[src/rtl/std_mem_d1_arbiter_if.sv]
// Request/memory bundle between NUM_REQ go/done requesters, the arbiter and one std_mem_d1.
// The slave modport is the arbiter's view; master is the requester-plus-memory side.
interface std_mem_d1_arbiter_if #(
    parameter int WIDTH    = 32,
    parameter int IDX_SIZE = 4,
    parameter int NUM_REQ  = 4
);
    logic [NUM_REQ-1:0]          req_go;
    logic [NUM_REQ-1:0]          req_write_en;
    logic [NUM_REQ*IDX_SIZE-1:0] req_addr;
    logic [NUM_REQ*WIDTH-1:0]    req_write_data;
    logic [WIDTH-1:0]            req_read_data;
    logic [NUM_REQ-1:0]          req_done;
    logic [IDX_SIZE-1:0]         mem_addr0;
    logic [WIDTH-1:0]            mem_write_data;
    logic                        mem_write_en;
    logic [WIDTH-1:0]            mem_read_data;
    logic                        mem_done;

    modport slave (
        input  req_go, req_write_en, req_addr, req_write_data, mem_read_data, mem_done,
        output req_read_data, req_done, mem_addr0, mem_write_data, mem_write_en
    );

    modport master (
        output req_go, req_write_en, req_addr, req_write_data, mem_read_data, mem_done,
        input  req_read_data, req_done, mem_addr0, mem_write_data, mem_write_en
    );
endinterface

[src/rtl/std_mem_d1_arbiter.sv]
// Round-robin arbiter/sequencer sharing one std_mem_d1 among NUM_REQ go/done requesters.
// One transaction in flight; memory ports are driven from request fields latched at grant.
module std_mem_d1_arbiter #(
    parameter int WIDTH    = 32,
    parameter int IDX_SIZE = 4,
    parameter int NUM_REQ  = 4
) (
    input  logic                clk,
    input  logic                reset,
    std_mem_d1_arbiter_if.slave bus
);
    localparam int PTR_W = (NUM_REQ > 1) ? $clog2(NUM_REQ) : 1;

    if (NUM_REQ < 2 || NUM_REQ > 8) begin : g_bad_num_req
        $error("std_mem_d1_arbiter: NUM_REQ must be in 2..8");
    end

    typedef enum logic [2:0] {
        S_IDLE  = 3'd0,
        S_READ  = 3'd1,
        S_WRITE = 3'd2,
        S_WAIT  = 3'd3,
        S_DONE  = 3'd4
    } state_e;

    state_e              state_q;
    logic [PTR_W-1:0]    ptr_q;
    logic [PTR_W-1:0]    grant_q;
    logic [IDX_SIZE-1:0] addr_q;
    logic [WIDTH-1:0]    wdata_q;
    logic [WIDTH-1:0]    rdata_q;
    logic                mem_we_q;
    logic [NUM_REQ-1:0]  done_q;

    logic                found_s;
    logic [PTR_W-1:0]    cand_s;
    logic [PTR_W-1:0]    sel_s;
    logic [IDX_SIZE-1:0] sel_addr_s;
    logic [WIDTH-1:0]    sel_wdata_s;
    logic                sel_op_s;
    logic [NUM_REQ-1:0]  grant_oh_s;
    logic [PTR_W-1:0]    ptr_next_s;

    // Round-robin pick: first asserted go scanning ptr_q, ptr_q+1, ... modulo NUM_REQ.
    always_comb begin
        found_s = 1'b0;
        cand_s  = {PTR_W{1'b0}};
        sel_s   = {PTR_W{1'b0}};
        for (int k = 0; k < NUM_REQ; k++) begin
            cand_s  = PTR_W'((int'(ptr_q) + k) % NUM_REQ);
            sel_s   = (!found_s && bus.req_go[cand_s]) ? cand_s : sel_s;
            found_s = found_s | bus.req_go[cand_s];
        end
    end

    assign sel_addr_s  = bus.req_addr[int'(sel_s)*IDX_SIZE +: IDX_SIZE];
    assign sel_wdata_s = bus.req_write_data[int'(sel_s)*WIDTH +: WIDTH];
    assign sel_op_s    = bus.req_write_en[sel_s];
    assign grant_oh_s  = NUM_REQ'(1) << grant_q;
    assign ptr_next_s  = (int'(grant_q) == NUM_REQ - 1) ? {PTR_W{1'b0}} : grant_q + PTR_W'(1);

    // Sequencer FSM; every output is a register updated on the transition into its state.
    always_ff @(posedge clk) begin
        if (reset) begin
            state_q  <= S_IDLE;
            ptr_q    <= {PTR_W{1'b0}};
            grant_q  <= {PTR_W{1'b0}};
            addr_q   <= {IDX_SIZE{1'b0}};
            wdata_q  <= {WIDTH{1'b0}};
            rdata_q  <= {WIDTH{1'b0}};
            mem_we_q <= 1'b0;
            done_q   <= {NUM_REQ{1'b0}};
        end else begin
            case (state_q)
                S_IDLE: begin
                    if (found_s) begin
                        grant_q <= sel_s;
                        addr_q  <= sel_addr_s;
                        wdata_q <= sel_wdata_s;
                        if (sel_op_s) begin
                            state_q  <= S_WRITE;
                            mem_we_q <= 1'b1;
                        end else begin
                            state_q  <= S_READ;
                        end
                    end else begin
                        state_q <= S_IDLE;
                    end
                end
                S_READ: begin
                    rdata_q <= bus.mem_read_data;
                    done_q  <= grant_oh_s;
                    state_q <= S_DONE;
                end
                S_WRITE: begin
                    mem_we_q <= 1'b0;
                    state_q  <= S_WAIT;
                end
                // No timeout: the memory is trusted to answer eventually.
                S_WAIT: begin
                    if (bus.mem_done) begin
                        done_q  <= grant_oh_s;
                        state_q <= S_DONE;
                    end else begin
                        state_q <= S_WAIT;
                    end
                end
                S_DONE: begin
                    done_q  <= {NUM_REQ{1'b0}};
                    ptr_q   <= ptr_next_s;
                    state_q <= S_IDLE;
                end
                default: begin
                    mem_we_q <= 1'b0;
                    done_q   <= {NUM_REQ{1'b0}};
                    state_q  <= S_IDLE;
                end
            endcase
        end
    end

    assign bus.req_read_data  = rdata_q;
    assign bus.req_done       = done_q;
    assign bus.mem_addr0      = addr_q;
    assign bus.mem_write_data = wdata_q;
    assign bus.mem_write_en   = mem_we_q;
endmodule

[src/flat_wrapper.sv]
// flat-port wrapper written by rule: the top's interface ports become plain ports
module std_mem_d1_arbiter_flat 
#(
    parameter int WIDTH    = 32,
    parameter int IDX_SIZE = 4,
    parameter int NUM_REQ  = 4
)
  (clk, reset, bus_req_go, bus_req_write_en, bus_req_addr, bus_req_write_data, bus_mem_read_data, bus_mem_done, bus_req_read_data, bus_req_done, bus_mem_addr0, bus_mem_write_data, bus_mem_write_en);
  std_mem_d1_arbiter_if #(.WIDTH(WIDTH), .IDX_SIZE(IDX_SIZE), .NUM_REQ(NUM_REQ)) bus_i ();
  input  logic clk;
  input  logic reset;
  input wire logic [$bits(bus_i.req_go)-1:0] bus_req_go;
  input wire logic [$bits(bus_i.req_write_en)-1:0] bus_req_write_en;
  input wire logic [$bits(bus_i.req_addr)-1:0] bus_req_addr;
  input wire logic [$bits(bus_i.req_write_data)-1:0] bus_req_write_data;
  input wire logic [$bits(bus_i.mem_read_data)-1:0] bus_mem_read_data;
  input wire logic [$bits(bus_i.mem_done)-1:0] bus_mem_done;
  output wire logic [$bits(bus_i.req_read_data)-1:0] bus_req_read_data;
  output wire logic [$bits(bus_i.req_done)-1:0] bus_req_done;
  output wire logic [$bits(bus_i.mem_addr0)-1:0] bus_mem_addr0;
  output wire logic [$bits(bus_i.mem_write_data)-1:0] bus_mem_write_data;
  output wire logic [$bits(bus_i.mem_write_en)-1:0] bus_mem_write_en;
  assign bus_i.req_go = bus_req_go;
  assign bus_i.req_write_en = bus_req_write_en;
  assign bus_i.req_addr = bus_req_addr;
  assign bus_i.req_write_data = bus_req_write_data;
  assign bus_i.mem_read_data = bus_mem_read_data;
  assign bus_i.mem_done = bus_mem_done;
  assign bus_req_read_data = bus_i.req_read_data;
  assign bus_req_done = bus_i.req_done;
  assign bus_mem_addr0 = bus_i.mem_addr0;
  assign bus_mem_write_data = bus_i.mem_write_data;
  assign bus_mem_write_en = bus_i.mem_write_en;
  std_mem_d1_arbiter #(.WIDTH(WIDTH), .IDX_SIZE(IDX_SIZE), .NUM_REQ(NUM_REQ)) u_core (.clk(clk), .reset(reset), .bus(bus_i));
endmodule
[config.mk]
export PLATFORM = sky130hd
export DESIGN_NAME = std_mem_d1_arbiter_flat
export DESIGN_NICKNAME = d
export VERILOG_FILES = /design/src/rtl/std_mem_d1_arbiter_if.sv /design/src/rtl/std_mem_d1_arbiter.sv /design/src/flat_wrapper.sv
export SDC_FILE = /design/constraint.sdc
export NUM_CORES = 1
export LEC_CHECK = 0
export CORE_MARGIN = 2
export CORE_UTILIZATION = 39
export DETAILED_ROUTE_END_ITERATION = 7
export PLACE_DENSITY_LB_ADDON = 0.25
export SETUP_SLACK_MARGIN = 0.2
export SKIP_CTS_REPAIR_TIMING = 1
export SYNTH_ARGS = -nofsm -noshare
export SYNTH_HDL_FRONTEND = slang
export SYNTH_SLANG_ARGS = --single-unit
[constraint.sdc]
create_clock -name clk -period 4.6 [get_ports clk]
set_input_delay 0.69 -clock clk [delete_from_list [all_inputs] [get_ports clk]]
set_output_delay 0.69 -clock clk [all_outputs]
set_load 0.02 [all_outputs]
## Word level (Yosys, flattened, before mapping)

Index checks and enable logic that the tools add are counted.

| word-level totals | value |
|---|---|
| register bits after elaboration | 80 |
| input bits | 187 |
| output and inout port bits | 73 |
| logic and storage cells | 69 |

| operators by class | value |
|---|---|
| add/subtract/negate cells | 4 |
| magnitude comparators | 5 |
| eq/ne operators | 8 |
| shifts and indexed selects | 3 |
| mux-type cells | 24 |
| bitwise logic cells | 5 |
| reduce and logical (&&, ||, !) cells | 12 |

Operators by type and width:

| operator | number |
|---|---|
| $shiftx A128 B8 Y32 | 1 |
| $shiftx A16 B5 Y4 | 1 |
| $lt A2 B3 Y1 const B | 5 |
| $mux W2 | 7 |
| $pmux W3 S4 | 1 |
| $pmux W4 S3 | 1 |
| $bmux W1 S2 | 5 |
| $mux W1 | 7 |
| $eq A3 B2 Y1 const B | 2 |
| $add A2 B1 Y2 const B | 2 |
| $add A2 B2 Y2 const B | 2 |
| $mux W4 | 1 |
| $ne A2 B1 Y1 const B | 2 |
| $reduce_and A2 Y1 | 2 |
| $shl A1 B2 Y4 const A | 1 |
| $eq A3 B1 Y1 const B | 1 |
| $eq A3 B3 Y1 const B | 1 |
| $logic_and A1 B1 Y1 | 3 |
| $logic_not A1 Y1 | 3 |
| $logic_not A3 Y1 | 1 |
| $mux W3 | 1 |
| $or A1 B1 Y1 | 3 |
| $reduce_and A3 Y1 | 1 |
| $reduce_or A3 Y1 | 1 |
| other kinds (5) | 6 |

## Logic depth before layout (Yosys ltp)

Gate-level depths: netlist of run 1.

| logic depth | value |
|---|---|
| depth in word-level cells | 13 |
| mapped depth | 8 |
| gate-level depth less buffers | 5 |

## Least setup slack after synthesis of run 1

OpenSTA, ideal clock, no wires.

| timing path | value |
|---|---|
| path kind | input -> register |
| from | input bus_req_go[3] |
| to | register u_core.addr_q[3] (netlist: u_core.bus.mem_addr0[3]) |
| arrival time | 1988 ps |
| required time | 4466 ps |
| setup slack | 2479 ps |
| stages | 8 |
| path buffers | 3 |
| path through | buf_2 > or4_4 > and3_4 > o221a_4 > buf_6 > buf_6 > o21ai_2 > o211ai_1 |

| between the ends | value |
|---|---|
| word-level cells in the longest chain between the ends | 8 |

RTL lines:

| what | line | RTL |
|---|---|---|
| start, declared | flat_wrapper.sv:12 | `input wire logic [$bits(bus_i.req_go)-1:0] bus_req_go;` |
| $bmux W1 S2 | std_mem_d1_arbiter.sv:51, std_mem_d1_arbiter.sv:52 |  |
| $mux W1 (implied by the code) | std_mem_d1_arbiter.sv:51, std_mem_d1_arbiter.sv:52 |  |
| $logic_not A1 Y1 or $or A1 B1 Y1 (tied branches) | std_mem_d1_arbiter.sv:51, std_mem_d1_arbiter.sv:52 |  |
| $logic_and A1 B1 Y1, or another cell as far along | std_mem_d1_arbiter.sv:51 | `sel_s = (!found_s && bus.req_go[cand_s]) ? cand_s : sel_s;` |
| $mux W2, or another cell as far along | std_mem_d1_arbiter.sv:51 |  |
| $mux W2 or $logic_and A1 B1 Y1 (tied branches) | std_mem_d1_arbiter.sv:51 |  |
| $mux W2 | std_mem_d1_arbiter.sv:51 |  |
| $shiftx A16 B5 Y4 | std_mem_d1_arbiter.sv:56 | `assign sel_addr_s = bus.req_addr[int'(sel_s)*IDX_SIZE +: IDX_SIZE];` |
| end signal, assigned | std_mem_d1_arbiter.sv:68 | `addr_q <= {IDX_SIZE{1'b0}};` |
| end signal, assigned | std_mem_d1_arbiter.sv:78 | `addr_q <= sel_addr_s;` |
| end, declared | std_mem_d1_arbiter.sv:29 | `logic [IDX_SIZE-1:0] addr_q;` |

Parallel ways exist; a longest one is shown, timed or not. The select of a mux whose other input is x is not followed.
A chain may end at the register's enable or synchronous reset.

## Final worst setup path of run 1

| timing path | value |
|---|---|
| from | input bus_req_go[2] |
| to | register u_core.state_q[0] |

| between the ends | value |
|---|---|
| word-level cells in the longest chain between the ends | 12 |

RTL lines:

| what | line | RTL |
|---|---|---|
| $bmux W1 S2 | std_mem_d1_arbiter.sv:51, std_mem_d1_arbiter.sv:52 |  |
| $mux W1 (implied by the code) | std_mem_d1_arbiter.sv:51, std_mem_d1_arbiter.sv:52 |  |
| $logic_not A1 Y1 or $or A1 B1 Y1 (tied branches) | std_mem_d1_arbiter.sv:51, std_mem_d1_arbiter.sv:52 |  |
| $logic_and A1 B1 Y1, or another cell as far along | std_mem_d1_arbiter.sv:51 |  |
| $mux W2, or another cell as far along | std_mem_d1_arbiter.sv:51 |  |
| $mux W2 or $logic_and A1 B1 Y1 (tied branches) | std_mem_d1_arbiter.sv:51 |  |
| $mux W2 | std_mem_d1_arbiter.sv:51 |  |
| $bmux W1 S2 | std_mem_d1_arbiter.sv:58 | `assign sel_op_s = bus.req_write_en[sel_s];` |
| $mux W1 (implied by the code) | std_mem_d1_arbiter.sv:58 |  |
| $mux W2 | std_mem_d1_arbiter.sv:80 | `if (sel_op_s) begin` |
| $mux W2 * | std_mem_d1_arbiter.sv:76 | `if (found_s) begin` |
| $pmux W3 S4 * | std_mem_d1_arbiter.sv:74 | `case (state_q)` |
| end signal, assigned | std_mem_d1_arbiter.sv:65 | `state_q <= S_IDLE;` |
| end signal, assigned | std_mem_d1_arbiter.sv:81 | `state_q <= S_WRITE;` |
| end signal, assigned | std_mem_d1_arbiter.sv:84 | `state_q <= S_READ;` |
| end, declared | std_mem_d1_arbiter.sv:26 | `state_e state_q;` |

Mark *: on every way between the ends. The rest lies on a longest branch, timed or not. The select of a mux whose other input is x is not followed.

==> impl_results.md, run 1 <==
* DRC Markers at 0
* Initial antenna violation count at 0
* WP data required at 4.85 ns
* Slew Viols, Final at 0
* Worst setup endpoint: u_core.state_q[0]
* WP data arrival at 3.16 ns
* Area Growth Syn to Fin at 65.1%
* Mux share of post-synthesis cell area at 9.22%
* Initial core utilization at 39.6%
* CTS H-tree lvls at 3
* Met3 wire len at 1190 microns
* Cell with the most instances after synthesis: nand2_1
* Non-filler instance count after layout at 887
* Ys async rst share at 0%
* Setup ws final at 1.69 ns
* Post-route ant nets at 0
* Slew headroom at 20.4%
* Total power at 3.16 mW
* Antenna fix cells at 0
* Worst Hold Class: reg -> reg
* VDD IR-drop max at 0.229 mV
* Sequential fraction of the synthesis area at 35.9%
* First-pass GRT wire length at 23800 microns
* Pre-CTS setup slack at 1.36 ns
* Yosys warning count at 0
* Synth Area per Inst at 8.63 sq um
* Clock Sinks at 80
* Tcrit/Tclk final at 63.3%
* Router iterations before antenna repair at 5
* Pin count of the biggest net entering global routing at 45
* Leak at 2.62 nW
* Crit path max fanout at 41
* DR vias at 4800
* List of most frequent post-synthesis cells: nand2_1 (109), dfxtp_1 (80), a21oi_1 (41)
* Critical-path cell list: clkdlybuf4s50_1, nand2b_1, a21oi_4, nor3_4, buf_4, mux2_1, o211ai_1
* Die Y at 111 microns
* Clock buffer count from CTS at 9
* Final min period at 2.91 ns
* RePlAce Congestion at 0.842
* Slowest CP cell: a21oi_4
* Top cells by area, synth: dfxtp_1 (36%), nand2_1 (9.2%), mux2i_1 (9.0%)
* Distinct cells, synth at 37
* Ports at 260
* Remaining global-route overflow at 0
* CP endpoint kind: flop
* R2r setup slk at 2.06 ns
* Unrepaired setup endpoints after global routing: no
* # rows at 39
* Reg2Reg Launch Point: u_core.ptr_q[1]
* Global Route Usage Sum at 23.9%
* Clk_lat worst skew at 0.33 ns
* Synthesized instance count at 517
* Crit Path Class: in -> reg
* CP Launch Point: bus_req_go[2]
* Top Metal Used: met4
* DIE AREA at 12300 sq um
* Final wirelength at 15100 microns
* Slew @ Worst Pin at 1.19 ns
* Final Hold Fails at 0
* Clock Pin Slew Worst Setup and Hold Paths at 0.06 ns
* Max incr delay on CP at 0.81 ns
* Post-Syn Area at 4460 sq um
* Final setup fails at 0
* Core Region at 11300 sq um
* Synth Area in Adders at 1.12%
* Port Buffers at 259
* Layout Skew at 0.00520 ns
* TritonCTS clock tree: yes
* Synth Area in Compound Gates at 26.7%
* XOR/XNOR share of the synthesized area at 0%
* Fin nets at 930
* Max Freq at 343 MHz
* Number of flops mapped to enable cells by yosys at 0
* Detailed-routing wirelength on met1 at 5960 microns
* Clock tree root driver cell: clkbuf_16
* Synth Register Bits at 80
* R2R depth at 6
* Starting DRT DRC Count at 248
* DR WL met2 at 7550 microns
* Routed wire per std cell at 17.1 microns
* Dominant synthesized flop cell: dfxtp_1
* Post-DP HPWL at 11000 microns
* Synth top area share at 35.9%
* PwrDens at 428 nW/um^2
* Cell accounting for the most synthesized area: dfxtp_1
* Largest family of logic cells by synthesized area: compound AO/OA/AOI/OAI gates
* Placed Cells incl. Taps at 871
* Vias per Instance at 5.41
* Die width at 111 microns
* CP Launch Type: input pin
* Setup TNS at 0 ns
* Post-synth net total at 708
* Simple-gate share of the synthesized area at 20.5%
* Vias in the first global route at 4775
* Max cap viols at 0
* Status: finished, final reports clean
* Reg-to-reg endpoint: u_core.bus.mem_write_en
* Final Util at 65.4%
* Clk buf depth at 2
* Layout cells sized above 1 at 7.66%
[power breakdown]
| part | leakage [nW] | total (mW) | internal, mW | switching, mW |
|---|---|---|---|---|
| logic | 1.79 | 1.32 | 0.627 | 0.690 |
| registers | 0.655 | 0.982 | 0.874 | 0.108 |
| clock network | 0.179 | 0.859 | 0.576 | 0.283 |
| total | 2.62 | 3.16 | 2.08 | 1.08 |
[state kept, by name (all words and copies together) (netlist names)]
name / cells
u_core.bus.req_done: 4
u_core.bus.mem_addr0: 4
u_core.bus.mem_write_data: 32
u_core.state_q: 3
u_core.ptr_q: 2
u_core.bus.mem_write_en: 1
u_core.bus.req_read_data: 32
u_core.grant_q: 2
[worst min path at each step]
stage / to / depth (start not counted) / slack [ns] / startpoint
finish: u_core.bus.req_done[1] / 2 / 0.45 / u_core.bus.req_done[1]
global placement: u_core.bus.req_read_data[24] / 2 / 0.44 / u_core.bus.req_read_data[24]
detailed placement: u_core.bus.req_read_data[7] / 2 / 0.45 / u_core.bus.req_read_data[7]
CTS: u_core.bus.req_read_data[7] / 2 / 0.46 / u_core.bus.req_read_data[7]
global route: u_core.bus.req_read_data[7] / 2 / 0.47 / u_core.bus.req_read_data[7]
floorplan: u_core.ptr_q[0] / 2 / 0.51 / u_core.ptr_q[0]
[routing by layer]
metal / track usage (%) / vias up
li1: - / 2326
met1: 26.8 / 2211
met2: 43.4 / 232
met3: 5.36 / 31
met4: 10.2 / 0
met5: 0 / -
[placed cells by master (no fill, tap or decap), drive strengths merged, types with 2 or more instances in the layout]
cell type,synthesis,final
a21o,2,2
a21oi,42,42
and4,36,36
buf,20,3
bufinv,0,3
clkbuf,31,12
clkdlybuf4s50,0,259
dfxtp,80,80
ha,4,4
inv,5,5
mux2i,40,40
nand2,109,109
nand2b,4,4
nand3,6,6
nor2,8,8
nor2b,3,3
nor3,2,2
o211ai,38,38
o21a,2,2
o21ai,37,37
o221ai,2,2
o31a,36,36
or2,2,2
[critical path: cells and delay by family]
family,cells,cell delay (ns)
AOI/OAI and AO/OA,2,0.96
buffers and inverters,2,0.90
muxes,1,0.40
and+or+nand+nor,2,0.14
[stage by stage]
stage / instance area, sq um / hold WS (ns)
3_5_place_dp: 7000 / 0.447
4_1_cts: 7370 / 0.456
2_1_floorplan: 4460 / 0.514
6_report: 7370 / 0.454
5_1_grt: 7370 / 0.473
3_3_place_gp: 7000 / 0.441
[cell families after synthesis]
group | after synthesis
simple gates | 175
compound gates | 161
flops | 80
buf+inv | 56
mux | 41
fa+ha+maj | 4
[final cells by class]
cell class	count	area [sq um]
clock buffer	12	267
clock inverter	4	98.8
fill	928	3900
sequential	80	1600
tap	143	179
timing repair buffer	262	2620
inverter	5	18.8
multi-input combinational	381	2590
(Power assumes the default switching activity.)
==> run 2, diff against run 1 <==
- CORE_UTILIZATION: 39 -> 35
- clock period: 4.6 -> 2.5 ns (I/O delays scaled with it)
==> run 2 against run 1 <==
Compared with the run above:
- core utilization decreased by 5.7 points
- critical path type unchanged
- hold slack about the same
- register-to-register slack got worse by 1.6 ns
- global-route usage decreased by 1.6 points
- flip-flop and latch count unchanged
- final area increased by 1.4%
- non-clock buffer count increased by 15
==> impl_results.md, run 2 (synthesized netlist as in run 1, its figures left out) <==
* Met3 wire len at 1360 microns
* Setup TNS at 0 ns
* CP delay by family, top: simple AND/OR/NAND/NOR gates
* Top Metal Used: met4
* Port Buffers at 259
* Tcrit/Tclk final at 81.0%
* DR WL met2 at 8030 microns
* DRC Markers at 0
* Clock Pin Slew Worst Setup and Hold Paths at 0.06 ns
* Max incr delay on CP at 0.56 ns
* Slew headroom at 58.2%
* RePlAce Congestion at 0.806
* Core Region at 12500 sq um
* Crit Path Class: in -> reg
* TritonCTS clock tree: yes
* Area Growth Syn to Fin at 67.4%
* Clock tree root driver cell: clkbuf_16
* Hold path startpoint: u_core.bus.req_read_data[7]
* CP Launch Type: input pin
* Critical-path cell list: clkdlybuf4s50_1, or4_4, and3_4, o221a_4, inv_1, o221ai_1
* Ports at 260
* Leak at 2.66 nW
* WHS Path Cells at 2
* Clk buf depth at 2
* CP endpoint kind: flop
* Most frequent cells in the layout: clkdlybuf4s50_1 (259), nand2_1 (109), dfxtp_1 (80)
* WP data arrival at 2.22 ns
* Router iterations before antenna repair at 6
* Vias in the first global route at 4880
* Max Freq at 494 MHz
* Routed wire per std cell at 17.3 microns
* Reg2Reg Launch Point: u_core.state_q[0]
* PwrDens at 741 nW/um^2
* Final wirelength at 16100 microns
* DR vias at 4897
* Initial core utilization at 35.7%
* Vias per Instance at 5.26
* Leading cell type in the layout, fill and taps excluded: clkdlybuf4s50_1
* Post-DP HPWL at 11500 microns
* # rows at 41
* Slew Viols, Final at 0
* Reg-to-reg endpoint: u_core.bus.mem_write_en
* Layout Skew at 0.00759 ns
* R2R depth at 5
* DIE AREA at 13700 sq um
* Die width at 117 microns
* # fillers at 1125
* Register Area at 1600 sq um
* Clock buffer count from CTS at 9
* Status: finished, final reports clean
* Slew @ Worst Pin at 0.627 ns
* VDD IR-drop max at 0.356 mV
* Crit path max fanout at 38
* Max cap viols at 0
* WP buf/inv at 2
* Antenna fix cells at 0
* Worst hold endpoint: u_core.bus.req_read_data[7]
* Die Y at 117 microns
* WP data required at 2.70 ns
* Clock Sinks at 80
* Layout cells sized above 1 at 9.22%
* Pin count of the biggest net entering global routing at 44
* Final Hold Fails at 0
* Clk_lat worst skew at 0.33 ns
* Initial antenna violation count at 0
* Post-route ant nets at 0
* Worst Hold Class: reg -> reg
* Unrepaired setup endpoints after global routing: no
* Starting DRT DRC Count at 257
* Multi-input logic area at 2590 sq um
* First-pass GRT wire length at 23600 microns
* Detailed-routing wirelength on met1 at 6460 microns
* CTS H-tree lvls at 3
* Slowest CP cell: or4_4
* Global Route Usage Sum at 22.3%
* Fin nets at 945
* Total power at 5.54 mW
* Remaining global-route overflow at 0
* R2r setup slk at 0.51 ns
* Final min period at 2.02 ns
* Final setup fails at 0
## run 2: changes by cell type in the layout (fill, tap and decap cells not counted), sizes merged
cell / before / now
buf: 3 / 18
clkinv: 1 / 3
bufinv: 3 / 0
clkinvlp: 0 / 2
clkbuf: 12 / 11
## run 2: final cells by class
cell class              instances  area share (%)
clock buffers                  11            3.12
multi-input cells             381            34.7
inverters                       5           0.251
repair buffers                277            37.2
flip-flops and latches         80            21.4
clock inverters                 5           0.452
well taps                     172            2.88
## run 2: how the worst max path moves through the flow
stage / from / end / slack (ns) / cells past startpoint
global route: bus_req_go[0] / u_core.state_q[0] / 0.39 / 7
CTS: bus_req_go[0] / u_core.bus.mem_write_en / 0.50 / 6
floorplan: bus_req_go[3] / u_core.bus.mem_addr0[3] / 0.69 / 8
finish: bus_req_go[0] / u_core.bus.mem_write_en / 0.48 / 6
detailed placement: bus_req_go[0] / u_core.bus.mem_write_en / 0.15 / 6
global placement: bus_req_go[0] / u_core.state_q[0] / 0.22 / 6
## run 2: tightest hold or removal path: stages (launching register included)
cell     delay (ns)
dfxtp_1        0.31
nand2_1        0.05
a21oi_1        0.05
## run 2: stage by stage
| step | std cells | worst slack [ns] | hold slack (ns) | utilization [%] | cell area, sq um |
|---|---|---|---|---|---|
| finish | 931 | 0.476 | 0.455 | 59.7 | 7470 |
| global route | 931 | 0.392 | 0.473 | 59.7 | 7470 |
| CTS | 931 | 0.495 | 0.455 | 59.7 | 7470 |
| detailed placement | 915 | 0.154 | 0.447 | 57.5 | 7200 |
| global placement | 915 | 0.221 | 0.441 | 57.5 | 7200 |
| floorplan | 517 | 0.694 | 0.511 | - | 4460 |
## run 2: per-layer routing
layer  track usage, %  up-vias
met5                0        -
met4             7.37        0
met3             6.59       19
met2             40.5      231
met1             24.9     2290
li1                 -     2357
## run 2: report_power, final
group	switching (mW)	total (mW)	internal, mW
combinational	1.31	2.54	1.23
sequential	0.200	1.81	1.61
clock	0.514	1.19	0.671
total	2.02	5.54	3.51
==> run 3, diff against run 2 <==
- CORE_UTILIZATION: 35 -> 39
- clock period: 2.5 -> 1.9 ns (I/O delays scaled with it)
==> run 3 against run 2 <==
Compared with the run above:
- hold slack worse by 0.0090 ns
- final area increased by 7.2%
- clock-buffer cell count up 3
- non-clock buffer count is 25 higher
- via count is 1.6% higher
- register-to-register slack worse by 0.32 ns
- global-route usage rose by 2.0 points
- sequential share of layout area down 1.4 points
- largest power group unchanged
- core utilization increased by 11 points
- worst setup slack got worse by 0.29 ns
- cell count decreased by 0.43%
==> impl_results.md, run 3 (synthesized netlist as in run 1, its figures left out) <==
* Status: finished, final reports clean
* Max Freq at 584 MHz
* Die width at 111 microns
* Initial antenna violation count at 0
* PwrDens at 975 nW/um^2
* DR vias at 4977
* Clk buf depth at 2
* Max cap viols at 0
* Most frequent cells in the layout: clkdlybuf4s50_1 (255), nand2_1 (109), dfxtp_1 (79)
* Crit Path Class: reg -> reg
* DIE AREA at 12300 sq um
* WP data arrival at 1.91 ns
* # rows at 39
* Total power at 7.81 mW
* Leak at 2.92 nW
* Unrepaired setup endpoints after global routing: yes
* Routed wire per std cell at 17.5 microns
* Layout cells sized above 1 at 14.9%
* Port Buffers at 259
* R2R depth at 8
* Final setup fails at 0
* Vias per Instance at 5.37
* Initial core utilization at 39.6%
* WHS Path Cells at 2
* Final wirelength at 16300 microns
* Pin count of the biggest net entering global routing at 43
* RePlAce Congestion at 0.844
* CP endpoint kind: flop
* Leading cell type in the layout, fill and taps excluded: clkdlybuf4s50_1
* DRC Markers at 0
* VDD IR-drop max at 0.570 mV
* Starting DRT DRC Count at 300
* Antenna fix cells at 0
* Slew Viols, Final at 0
* Router iterations before antenna repair at 4
* CP Launch Type: flop
* Post-DP HPWL at 11800 microns
* Global Route Usage Sum at 24.3%
* Tcrit/Tclk final at 90.2%
* Vias in the first global route at 4983
* Post-route ant nets at 0
* TritonCTS clock tree: yes
* Slew headroom at 71.4%
* Final instance area at 8000 sq um
* WP data required at 2.10 ns
* Die Y at 111 microns
* Clock Sinks at 80
* Final Hold Fails at 0
* Worst Hold Class: reg -> reg
* Clock buffer count from CTS at 9
* First-pass GRT wire length at 24300 microns
* Slew @ Worst Pin at 0.429 ns
* DP Area at 7390 sq um
* Fin nets at 970
* Layout Skew at 0.0106 ns
* Ports at 260
* Crit path max fanout at 5
* # fillers at 821
* Clk_lat worst skew at 0.33 ns
* Clock tree root driver cell: clkbuf_16
* Core Region at 11300 sq um
* Remaining global-route overflow at 0
* Final Util at 71.0%
* Final min period at 1.71 ns
* Area Growth Syn to Fin at 79.3%
* CTS H-tree lvls at 3
* Clock Pin Slew Worst Setup and Hold Paths at 0.06 ns
* R2r setup slk at 0.19 ns
==> run 3: cell count changes in the layout (fill, tap and decap cells not counted), sizes merged, moves of 3 or more <==
cell | previous run | this run
dlymetal6s2s | 0 | 4
buf | 18 | 40
clkbuf | 11 | 17
clkdlybuf4s50 | 259 | 255
clkinv | 3 | 0
==> run 3: path summary, 6_finish.rpt <==
kind | from | endpoint
max | u_core.ptr_q[1] | u_core.bus.mem_write_data[2]
max reg2reg | u_core.ptr_q[1] | u_core.bus.mem_write_data[2]
min | u_core.bus.req_done[2] | u_core.bus.req_done[2]
min reg2reg | u_core.bus.req_done[2] | u_core.bus.req_done[2]
==> run 3: cell type report <==
type	instances	area, sq um	area share [%]
clock buffers	14	264	3.30
well taps	143	179	2.24
inverters	5	18.8	0.234
flip-flops and latches	80	1610	20.1
multi-input cells	381	2730	34.1
repair buffers	302	3170	39.6
clock inverters	2	37.5	0.469
==> run 3: worst max-delay path: stages (launching register included) <==
cell and delay (ns):
dfxtp_4 0.38, mux2i_4 0.26, nor2_4 0.06, nor3_4 0.20, buf_6 0.18, buf_12 0.10
buf_12 0.10, mux2i_1 0.20, o211ai_1 0.10
==> run 3: through the flow <==
stage | hold WS, ns | setup WS (ns) | TNS [ns] | cells
2_1_floorplan | 0.421 | 0.214 | 0 | 517
3_3_place_gp | 0.442 | -0.281 | -8.18 | 902
3_5_place_dp | 0.442 | -0.289 | -8.71 | 902
4_1_cts | 0.450 | -0.0359 | -0.0469 | 918
5_1_grt | 0.467 | 0.0986 | 0 | 927
6_report | 0.446 | 0.186 | 0 | 927
==> run 3: where the power goes <==
group | total (mW) | switching, mW | leakage, nW | internal (mW)
Combinational | 3.66 | 1.80 | 2.12 | 1.86
Sequential | 2.39 | 0.277 | 0.656 | 2.11
Clock | 1.75 | 0.661 | 0.143 | 1.09
==> run 3: routing by layer <==
layer,routed length [microns],vias to the layer above,GRT usage [%],part of all wire [%]
li1,-,2408,-,-
met1,6440,2312,27.2,40
met2,8320,237,43.4,51
met3,1220,20,6.72,7.5
met4,269,0,10.1,1.7
met5,0,-,0,0
